File: config.mk
export PLATFORM = sky130hd
export DESIGN_NAME = regfile_mp_flat
export DESIGN_NICKNAME = d
export VERILOG_FILES = /design/src/rtl/regfile_mp_if.sv /design/src/rtl/regfile_mp.sv /design/src/flat_wrapper.sv
export SDC_FILE = /design/constraint.sdc
export NUM_CORES = 2
export LEC_CHECK = 0
export ABC_AREA = 0
export CAP_MARGIN = 20
export CELL_PAD_IN_SITES_DETAIL_PLACEMENT = 1
export CELL_PAD_IN_SITES_GLOBAL_PLACEMENT = 1
export CORE_UTILIZATION = 52
export DETAILED_ROUTE_END_ITERATION = 7
export DONT_BUFFER_PORTS = 1
export PLACE_DENSITY = 0.9
export SYNTH_ARGS = -nofsm -noshare
export SYNTH_HDL_FRONTEND = slang
export SYNTH_SLANG_ARGS = --single-unit
File: constraint.sdc
create_clock -name clk -period 2.5 [get_ports clk]
set_clock_uncertainty 0.15 [all_clocks]
set_input_delay 0.25 -clock clk [delete_from_list [all_inputs] [get_ports clk]]
set_output_delay 0.25 -clock clk [all_outputs]
set_load 0.02 [all_outputs]
File: src/rtl/regfile_mp_if.sv
// Bus bundle for the multi-port register file.
// master : decode/writeback logic (drives addresses, write and set requests)
// slave  : the register file (returns read data, busy flags, debug data)
// Signals:
//   raddr/rdata/rbusy      packed per read port, port i at [i*W +: W]
//   wen0/waddr0/wdata0     write port 0
//   wen1/waddr1/wdata1     write port 1 (wins on address collision)
//   set_en/set_addr        mark a register busy
//   test_addr/test_data    debug read of the stored value
interface regfile_mp_if #(
    parameter int DATA_W = 32,
    parameter int ADDR_W = 5,
    parameter int NRD    = 2
);
    logic [NRD*ADDR_W-1:0] raddr;
    logic [NRD*DATA_W-1:0] rdata;
    logic [NRD-1:0]        rbusy;
    logic                  wen0;
    logic [ADDR_W-1:0]     waddr0;
    logic [DATA_W-1:0]     wdata0;
    logic                  wen1;
    logic [ADDR_W-1:0]     waddr1;
    logic [DATA_W-1:0]     wdata1;
    logic                  set_en;
    logic [ADDR_W-1:0]     set_addr;
    logic [ADDR_W-1:0]     test_addr;
    logic [DATA_W-1:0]     test_data;

    modport master (
        output raddr, wen0, waddr0, wdata0, wen1, waddr1, wdata1,
               set_en, set_addr, test_addr,
        input  rdata, rbusy, test_data
    );

    modport slave (
        input  raddr, wen0, waddr0, wdata0, wen1, waddr1, wdata1,
               set_en, set_addr, test_addr,
        output rdata, rbusy, test_data
    );
endinterface

File: src/rtl/regfile_mp.sv
// Parametrised multi-port register file with busy scoreboard.
// Two write ports (port 1 wins on collision), NRD combinational read ports
// with optional same-cycle write bypass, and a debug port that always shows
// the stored value. Register 0 reads as zero and is never busy.
// Ports:
//   clk    rising-edge clock
//   resetn asynchronous active-low clear of all registers and busy bits
//   bus    regfile_mp_if.slave, see the interface file for the signal list
module regfile_mp #(
    parameter int DATA_W = 32,
    parameter int ADDR_W = 5,
    parameter int NRD    = 2,
    parameter int BYPASS = 1
) (
    input  logic         clk,
    input  logic         resetn,
    regfile_mp_if.slave  bus
);
    localparam int DEPTH = 2**ADDR_W;

    logic [DATA_W-1:0] mem_q [DEPTH];
    logic [DATA_W-1:0] mem_d [DEPTH];
    logic [DEPTH-1:0]  busy_q;
    logic [DEPTH-1:0]  busy_d;

    // Port 1 is applied after port 0 so it wins a collision; the set is
    // applied last so a new producer keeps the register busy.
    always_comb begin
        mem_d  = mem_q;
        busy_d = busy_q;
        for (int r = 1; r < DEPTH; r++) begin
            if (bus.wen0 && (bus.waddr0 == ADDR_W'(r))) begin
                mem_d[r]  = bus.wdata0;
                busy_d[r] = 1'b0;
            end
            if (bus.wen1 && (bus.waddr1 == ADDR_W'(r))) begin
                mem_d[r]  = bus.wdata1;
                busy_d[r] = 1'b0;
            end
            if (bus.set_en && (bus.set_addr == ADDR_W'(r))) begin
                busy_d[r] = 1'b1;
            end
        end
        mem_d[0]  = '0;
        busy_d[0] = 1'b0;
    end

    always_ff @(posedge clk or negedge resetn) begin
        if (!resetn) begin
            for (int r = 0; r < DEPTH; r++) begin
                mem_q[r] <= '0;
            end
            busy_q <= '0;
        end else begin
            mem_q  <= mem_d;
            busy_q <= busy_d;
        end
    end

    for (genvar g = 0; g < NRD; g++) begin : g_rd
        logic [ADDR_W-1:0] addr;
        logic              hit0;
        logic              hit1;

        assign addr = bus.raddr[g*ADDR_W +: ADDR_W];
        assign hit1 = (BYPASS != 0) && bus.wen1 && (bus.waddr1 == addr);
        assign hit0 = (BYPASS != 0) && bus.wen0 && (bus.waddr0 == addr);

        // Outputs are gated by resetn so bypassed write data cannot leak
        // out while reset is held.
        assign bus.rdata[g*DATA_W +: DATA_W] =
            (!resetn || (addr == '0)) ? '0 :
            hit1                      ? bus.wdata1 :
            hit0                      ? bus.wdata0 :
                                        mem_q[addr];

        // A write in flight retires the producer, so the consumer sees it
        // as ready together with the bypassed data.
        assign bus.rbusy[g] = resetn && !hit0 && !hit1 && busy_q[addr];
    end

    assign bus.test_data = resetn ? mem_q[bus.test_addr] : '0;
endmodule
File: src/flat_wrapper.sv
// flat-port wrapper written by rule: the top's interface ports become plain ports
module regfile_mp_flat 
#(
    parameter int DATA_W = 32,
    parameter int ADDR_W = 5,
    parameter int NRD    = 2,
    parameter int BYPASS = 1
)
  (clk, resetn, bus_raddr, bus_wen0, bus_waddr0, bus_wdata0, bus_wen1, bus_waddr1, bus_wdata1, bus_set_en, bus_set_addr, bus_test_addr, bus_rdata, bus_rbusy, bus_test_data);
  regfile_mp_if #(.DATA_W(DATA_W), .ADDR_W(ADDR_W), .NRD(NRD)) bus_i ();
  input  logic clk;
  input  logic resetn;
  input wire logic [$bits(bus_i.raddr)-1:0] bus_raddr;
  input wire logic [$bits(bus_i.wen0)-1:0] bus_wen0;
  input wire logic [$bits(bus_i.waddr0)-1:0] bus_waddr0;
  input wire logic [$bits(bus_i.wdata0)-1:0] bus_wdata0;
  input wire logic [$bits(bus_i.wen1)-1:0] bus_wen1;
  input wire logic [$bits(bus_i.waddr1)-1:0] bus_waddr1;
  input wire logic [$bits(bus_i.wdata1)-1:0] bus_wdata1;
  input wire logic [$bits(bus_i.set_en)-1:0] bus_set_en;
  input wire logic [$bits(bus_i.set_addr)-1:0] bus_set_addr;
  input wire logic [$bits(bus_i.test_addr)-1:0] bus_test_addr;
  output wire logic [$bits(bus_i.rdata)-1:0] bus_rdata;
  output wire logic [$bits(bus_i.rbusy)-1:0] bus_rbusy;
  output wire logic [$bits(bus_i.test_data)-1:0] bus_test_data;
  assign bus_i.raddr = bus_raddr;
  assign bus_i.wen0 = bus_wen0;
  assign bus_i.waddr0 = bus_waddr0;
  assign bus_i.wdata0 = bus_wdata0;
  assign bus_i.wen1 = bus_wen1;
  assign bus_i.waddr1 = bus_waddr1;
  assign bus_i.wdata1 = bus_wdata1;
  assign bus_i.set_en = bus_set_en;
  assign bus_i.set_addr = bus_set_addr;
  assign bus_i.test_addr = bus_test_addr;
  assign bus_rdata = bus_i.rdata;
  assign bus_rbusy = bus_i.rbusy;
  assign bus_test_data = bus_i.test_data;
  regfile_mp #(.DATA_W(DATA_W), .ADDR_W(ADDR_W), .NRD(NRD), .BYPASS(BYPASS)) u_core (.clk(clk), .resetn(resetn), .bus(bus_i));
endmodule
==> impl_metrics.env, run 1 <==
export IMPL_start_util_pct=52.4
export IMPL_rows=138
export IMPL_cts_buffer_depth=3
export IMPL_synth_area_mux_share_pct=35.9
export IMPL_synth_fa_ha_area_share_pct=0
export IMPL_pre_cts_slack_ns=-0.631
export IMPL_stop_error="[ERROR GRT-0232] Routing congestion too high. Check the congestion heatmap in the GUI."
export IMPL_clock_root_buffer="clkbuf_16"
export IMPL_synthXorXnorAreaFrac_pct=0.236
export IMPL_pin_count=197
export IMPL_synth_compound_area_share_pct=14.7
export IMPL_synth_cell_area_mm2=0.0742
export IMPL_ys_seq_area_share_pct=34.5
export IMPL_synth_edf_count=0
export IMPL_grt_max_degree=1060
export IMPL_place_area_mm2=0.0780
export IMPL_grt_use_total_pct=89.7
export IMPL_portBuffers=0
export IMPL_async_reset_ff_share_pct=100
export IMPL_die_w_um=380
export IMPL_yosys_warnings=0
export IMPL_numCtsBuffers=115
export IMPL_synth_top_family_by_area="multiplexers"
export IMPL_syn_area_per_cell_um2=9.85
export IMPL_htreeDepth=3
export IMPL_dpl_hpwl_mm=225
export IMPL_die_h_um=380
export IMPL_stop_stage="5_1_grt"
export IMPL_status="did not finish"
export IMPL_syn_inst=7537
export IMPL_ys_types=54
export IMPL_overflow=1174
export IMPL_synth_main_ff_cell="dfrtp_1"
export IMPL_clock_sinks=1023
export IMPL_synthSimpleGateAreaFrac_pct=8.92
export IMPL_gp_congestion=0.978
export IMPL_ys_seq_elements=1023
export IMPL_dp_cells=8950
export IMPL_synthesis_nets=7636
-- kinds of logic after synthesis --
group,Yosys count
and+or+nand+nor,1513
muxes,2204
DFF,1023
buffers and inverters,963
AOI/OAI and AO/OA,1814
xor gates and xnor gates,20
-- stage by stage --
stage / hold slack [ns] / util (%) / TNS, ns
global placement: -0.119 / 55.1 / -1.83
detailed placement: -0.136 / 55.1 / -12.37
floorplan: -0.196 / - / 0
CTS: -0.944 / 63.7 / -55.49
-- synthesized netlist by cell type, types with 41 or more instances --
library cell     n  area [um^2]
clkbuf_1       561         2110
o21a_1          41          308
o22ai_1        338         2110
or3_1           66          413
mux2i_1       1747        17500
nand2_1        554         2080
nor2_1         544         2040
mux4_2         360         8110
o21ai_0        473         2370
o31ai_1        128          961
buf_4           56          420
a221oi_1        95          832
nor3_1         112          561
a21oi_1        553         2770
nand2b_1        46          288
dfrtp_1       1023        25600
nor2b_1        152          951
a32oi_1         64          561
buf_2          206         1030
mux2_2          97         1090
buf_1          113          424
-- routing by layer --
metal | overflow | global-route usage [%]
met3 | 120 | 86.0
met4 | 429 | 89.6
met2 | 502 | 96.8
met5 | 14 | 77.5
met1 | 109 | 87.0
-- repair_timing --
action,4_1_cts
setup buffers,287
pin swaps,181
hold buffers,292
gates resized for setup,549
hold endpoints to repair,2046
setup endpoints to repair,98
==> run 2: changes to the inputs <==
--- a/config.mk
+++ b/config.mk
@@ -7,12 +7,10 @@
 export LEC_CHECK = 0
 export ABC_AREA = 0
 export CAP_MARGIN = 20
-export CELL_PAD_IN_SITES_DETAIL_PLACEMENT = 1
-export CELL_PAD_IN_SITES_GLOBAL_PLACEMENT = 1
-export CORE_UTILIZATION = 52
+export CORE_UTILIZATION = 40
 export DETAILED_ROUTE_END_ITERATION = 7
 export DONT_BUFFER_PORTS = 1
-export PLACE_DENSITY = 0.9
+export PLACE_DENSITY_LB_ADDON = 0.15
 export SYNTH_ARGS = -nofsm -noshare
 export SYNTH_HDL_FRONTEND = slang
 export SYNTH_SLANG_ARGS = --single-unit
==> run 2 against run 1 <==
  * The flow now finishes, with violations (negative hold slack, max-slew violations, negative setup slack)
  * Synthesized cell count did not move
  * Synthesized area did not move
==> impl_metrics.env, run 2 <==
export IMPL_final_util_pct=50.8
export IMPL_place_area_mm2=0.0805
export IMPL_ys_seq_area_share_pct=34.5
export IMPL_start_util_pct=40.4
export IMPL_synth_edf_count=0
export IMPL_setup_violations=102
export IMPL_synth_compound_area_share_pct=14.7
export IMPL_cts_buffer_depth=3
export IMPL_synth_top_area_share_pct=34.5
export IMPL_detail_route_iter0_violations=9695
export IMPL_report_final_slew_viol_count=51
export IMPL_cts_tree="done"
export IMPL_vias=70100
export IMPL_yosysTopAreaCell="dfrtp_1"
export IMPL_synthXorXnorAreaFrac_pct=0.236
export IMPL_maxCapViolCount=0
export IMPL_async_reset_ff_share_pct=100
export IMPL_synth_area_mux_share_pct=35.9
export IMPL_cp_end_kind="primary output"
export IMPL_p_sw_mw=23.2
export IMPL_fmax_ghz=0.311
export IMPL_leakagePower_nw=41.4
export IMPL_wl_mm=377
export IMPL_path_max_fanout=257
export IMPL_dieArea_mm2=0.187
export IMPL_final_hold_violation_count=295
export IMPL_internal_power_mw=45.3
export IMPL_stdcell_count=10400
export IMPL_worstPathArrival_ns=2.82
export IMPL_design_core_area_mm2=0.184
export IMPL_synth_top_family_by_area="multiplexers"
export IMPL_worstMarginPinSlew_ns=1.61
export IMPL_reg_largest_list="u_core.mem_q: 992 flops, u_core.busy_q: 31 flops"
export IMPL_rsz0062_at_grt="yes"
export IMPL_overflow=0
export IMPL_grt_pass1_vias=66300
export IMPL_synthesis_nets=7636
export IMPL_pin_count=197
export IMPL_numCtsBuffers=130
export IMPL_worst_slack_ns=-0.720
export IMPL_syn_inst=7537
export IMPL_p_sw_share_pct=33.9
export IMPL_holdWs_ns=-0.997
export IMPL_seqPwrFrac_pct=36.8
export IMPL_startpoint_type="input pin"
export IMPL_final_common_cell="mux2i_1"
export IMPL_syn_area_per_cell_um2=9.85
export IMPL_required_ns=2.10
export IMPL_area_delta_synth_final_pct=25.6
export IMPL_die_w_um=433
export IMPL_clk_latency_ns=0.78
export IMPL_final_antenna_net_count=0
export IMPL_gp_congestion=0.930
export IMPL_vias_per_cell=6.71
export IMPL_grt_use_total_pct=38.6
export IMPL_clk_pin_slew_worst_paths_ns=0.06
export IMPL_synth_cell_area_mm2=0.0742
export IMPL_fin_nets=7949
export IMPL_pwr_share_clk_pct=28.8
export IMPL_portBuffers=0
export IMPL_htreeDepth=4
export IMPL_regMostFlops="u_core.mem_q"
export IMPL_ys_types=54
export IMPL_violations="negative hold slack, max-slew violations, negative setup slack"
export IMPL_yosysMostFrequentCell="mux2i_1"
export IMPL_ys_seq_elements=1023
export IMPL_p_per_area_mw_per_mm2=735
export IMPL_crit_type="input pin to primary output"
export IMPL_synthTopCellsByArea="dfrtp_1, mux2i_1, mux4_2"
export IMPL_synthTopCellsByCount="mux2i_1, dfrtp_1, clkbuf_1, nand2_1, a21oi_1"
export IMPL_status="complete, but fails checks"
export IMPL_clock_sinks=1023
export IMPL_power_frac_comb_pct=34.5
export IMPL_synthSimpleGateAreaFrac_pct=8.92
export IMPL_antenna_found_initial=26
export IMPL_grt_pass1_wl_mm=516
export IMPL_dp_cells=9699
export IMPL_rows=157
export IMPL_yosys_warnings=0
export IMPL_irDropWorstVdd_uv=533
export IMPL_synth_main_ff_cell="dfrtp_1"
export IMPL_route_detailed_drc=0
export IMPL_firstDrtPassIters=6
export IMPL_max_slew_margin_pct=-7.19
export IMPL_largest_register_ffs=992
export IMPL_dpl_hpwl_mm=208
export IMPL_period_share_pct=129
export IMPL_routedWlPerCell_um=36.2
export IMPL_final_cell_mix="mux2i_1, dfrtp_1, buf_4"
export IMPL_hold_class="input pin to async pin"
export IMPL_synth_fa_ha_area_share_pct=0
export IMPL_drive_gt1_share_pct=25.7
export IMPL_grt_max_degree=413
export IMPL_die_h_um=433
export IMPL_final_area_mm2=0.0932
export IMPL_clock_root_buffer="clkbuf_16"
export IMPL_period_needed_ns=3.22
[run 2: cell counts after synthesis]
No cell type changed its count.
[run 2: kinds of logic after synthesis]
group | count (synthesis)
compound gates | 1814
xor+xnor | 20
buf+inv | 963
flops | 1023
mux | 2204
simple gates | 1513
[run 2: layout make-up]
type | count | area (um^2)
Fill cell | 16300 | 90400
Multi-Input combinational cell | 5551 | 47400
Sequential cell | 1023 | 25600
Timing Repair Buffer | 1137 | 12800
Clock buffer | 190 | 3940
Tap cell | 2464 | 3080
Clock inverter | 36 | 377
Antenna cell | 31 | 77.6
Inverter | 7 | 26.3
[run 2: power by group through the flow]
stage               Clock, mW  Sequential (mW)  Combinational (mW)
finish                   19.7             25.2                23.6
global route             20.4             25.6                25.0
CTS                      19.8             24.9                22.0
detailed placement          0             25.4                18.4
global placement            0             25.2                18.1
floorplan                   0             24.2                13.5
[run 2: timing repair]
action | 4_1_cts | 5_1_grt
buffers inserted | 132 | 77
cloned | 11 | 15
gates resized for setup | 389 | 194
setup endpoints to repair | 306 | 137
hold endpoints to repair | 1487 | 284
hold buffers | 255 | 6
pin swaps | 189 | 77
[run 2: worst max-delay path, cell delays in order]
cell and delay, ns:
nor2b_4 0.44, buf_4 0.33, buf_4 0.20, a221oi_1 0.08, o32ai_1 0.53, a21oi_2 0.10, nor2b_1 0.18, buf_4 0.16
[run 2: worst paths after layout]
kind,start,end,slack [ns],cells past startpoint
max,bus_test_addr[0],bus_test_data[12],-0.72,8
min,resetn,u_core.mem_q[160],-1.0,0
min in group clk,bus_waddr0[0],u_core.mem_q[487],0.01,4
max reg2reg,u_core.mem_q[224],u_core.mem_q[224],0.37,5
min reg2reg,u_core.busy_q[21],u_core.busy_q[21],0.38,1
max in group asynchronous,resetn,u_core.mem_q[369],0.40,8
[run 2: layer usage]
metal	vias up	track usage, %	wire (um)
li1	28600	-	-
met1	34900	48.1	138000
met2	5103	56.9	162000
met3	1392	10.8	44000
met4	4	28.9	33300
met5	-	0	14
[run 2: per-stage QoR]
stage / setup TNS [ns] / power [mW] / worst slack [ns]
2_1_floorplan: 0 / 37.7 / 0.0125
3_3_place_gp: -633.75 / 43.2 / -2.59
3_5_place_dp: -627.06 / 43.8 / -2.58
4_1_cts: -59.27 / 66.7 / -0.713
5_1_grt: -52.73 / 71.0 / -0.759
6_report: -53.37 / 68.6 / -0.720
No activity file was read; power rests on OpenSTA's default activity.
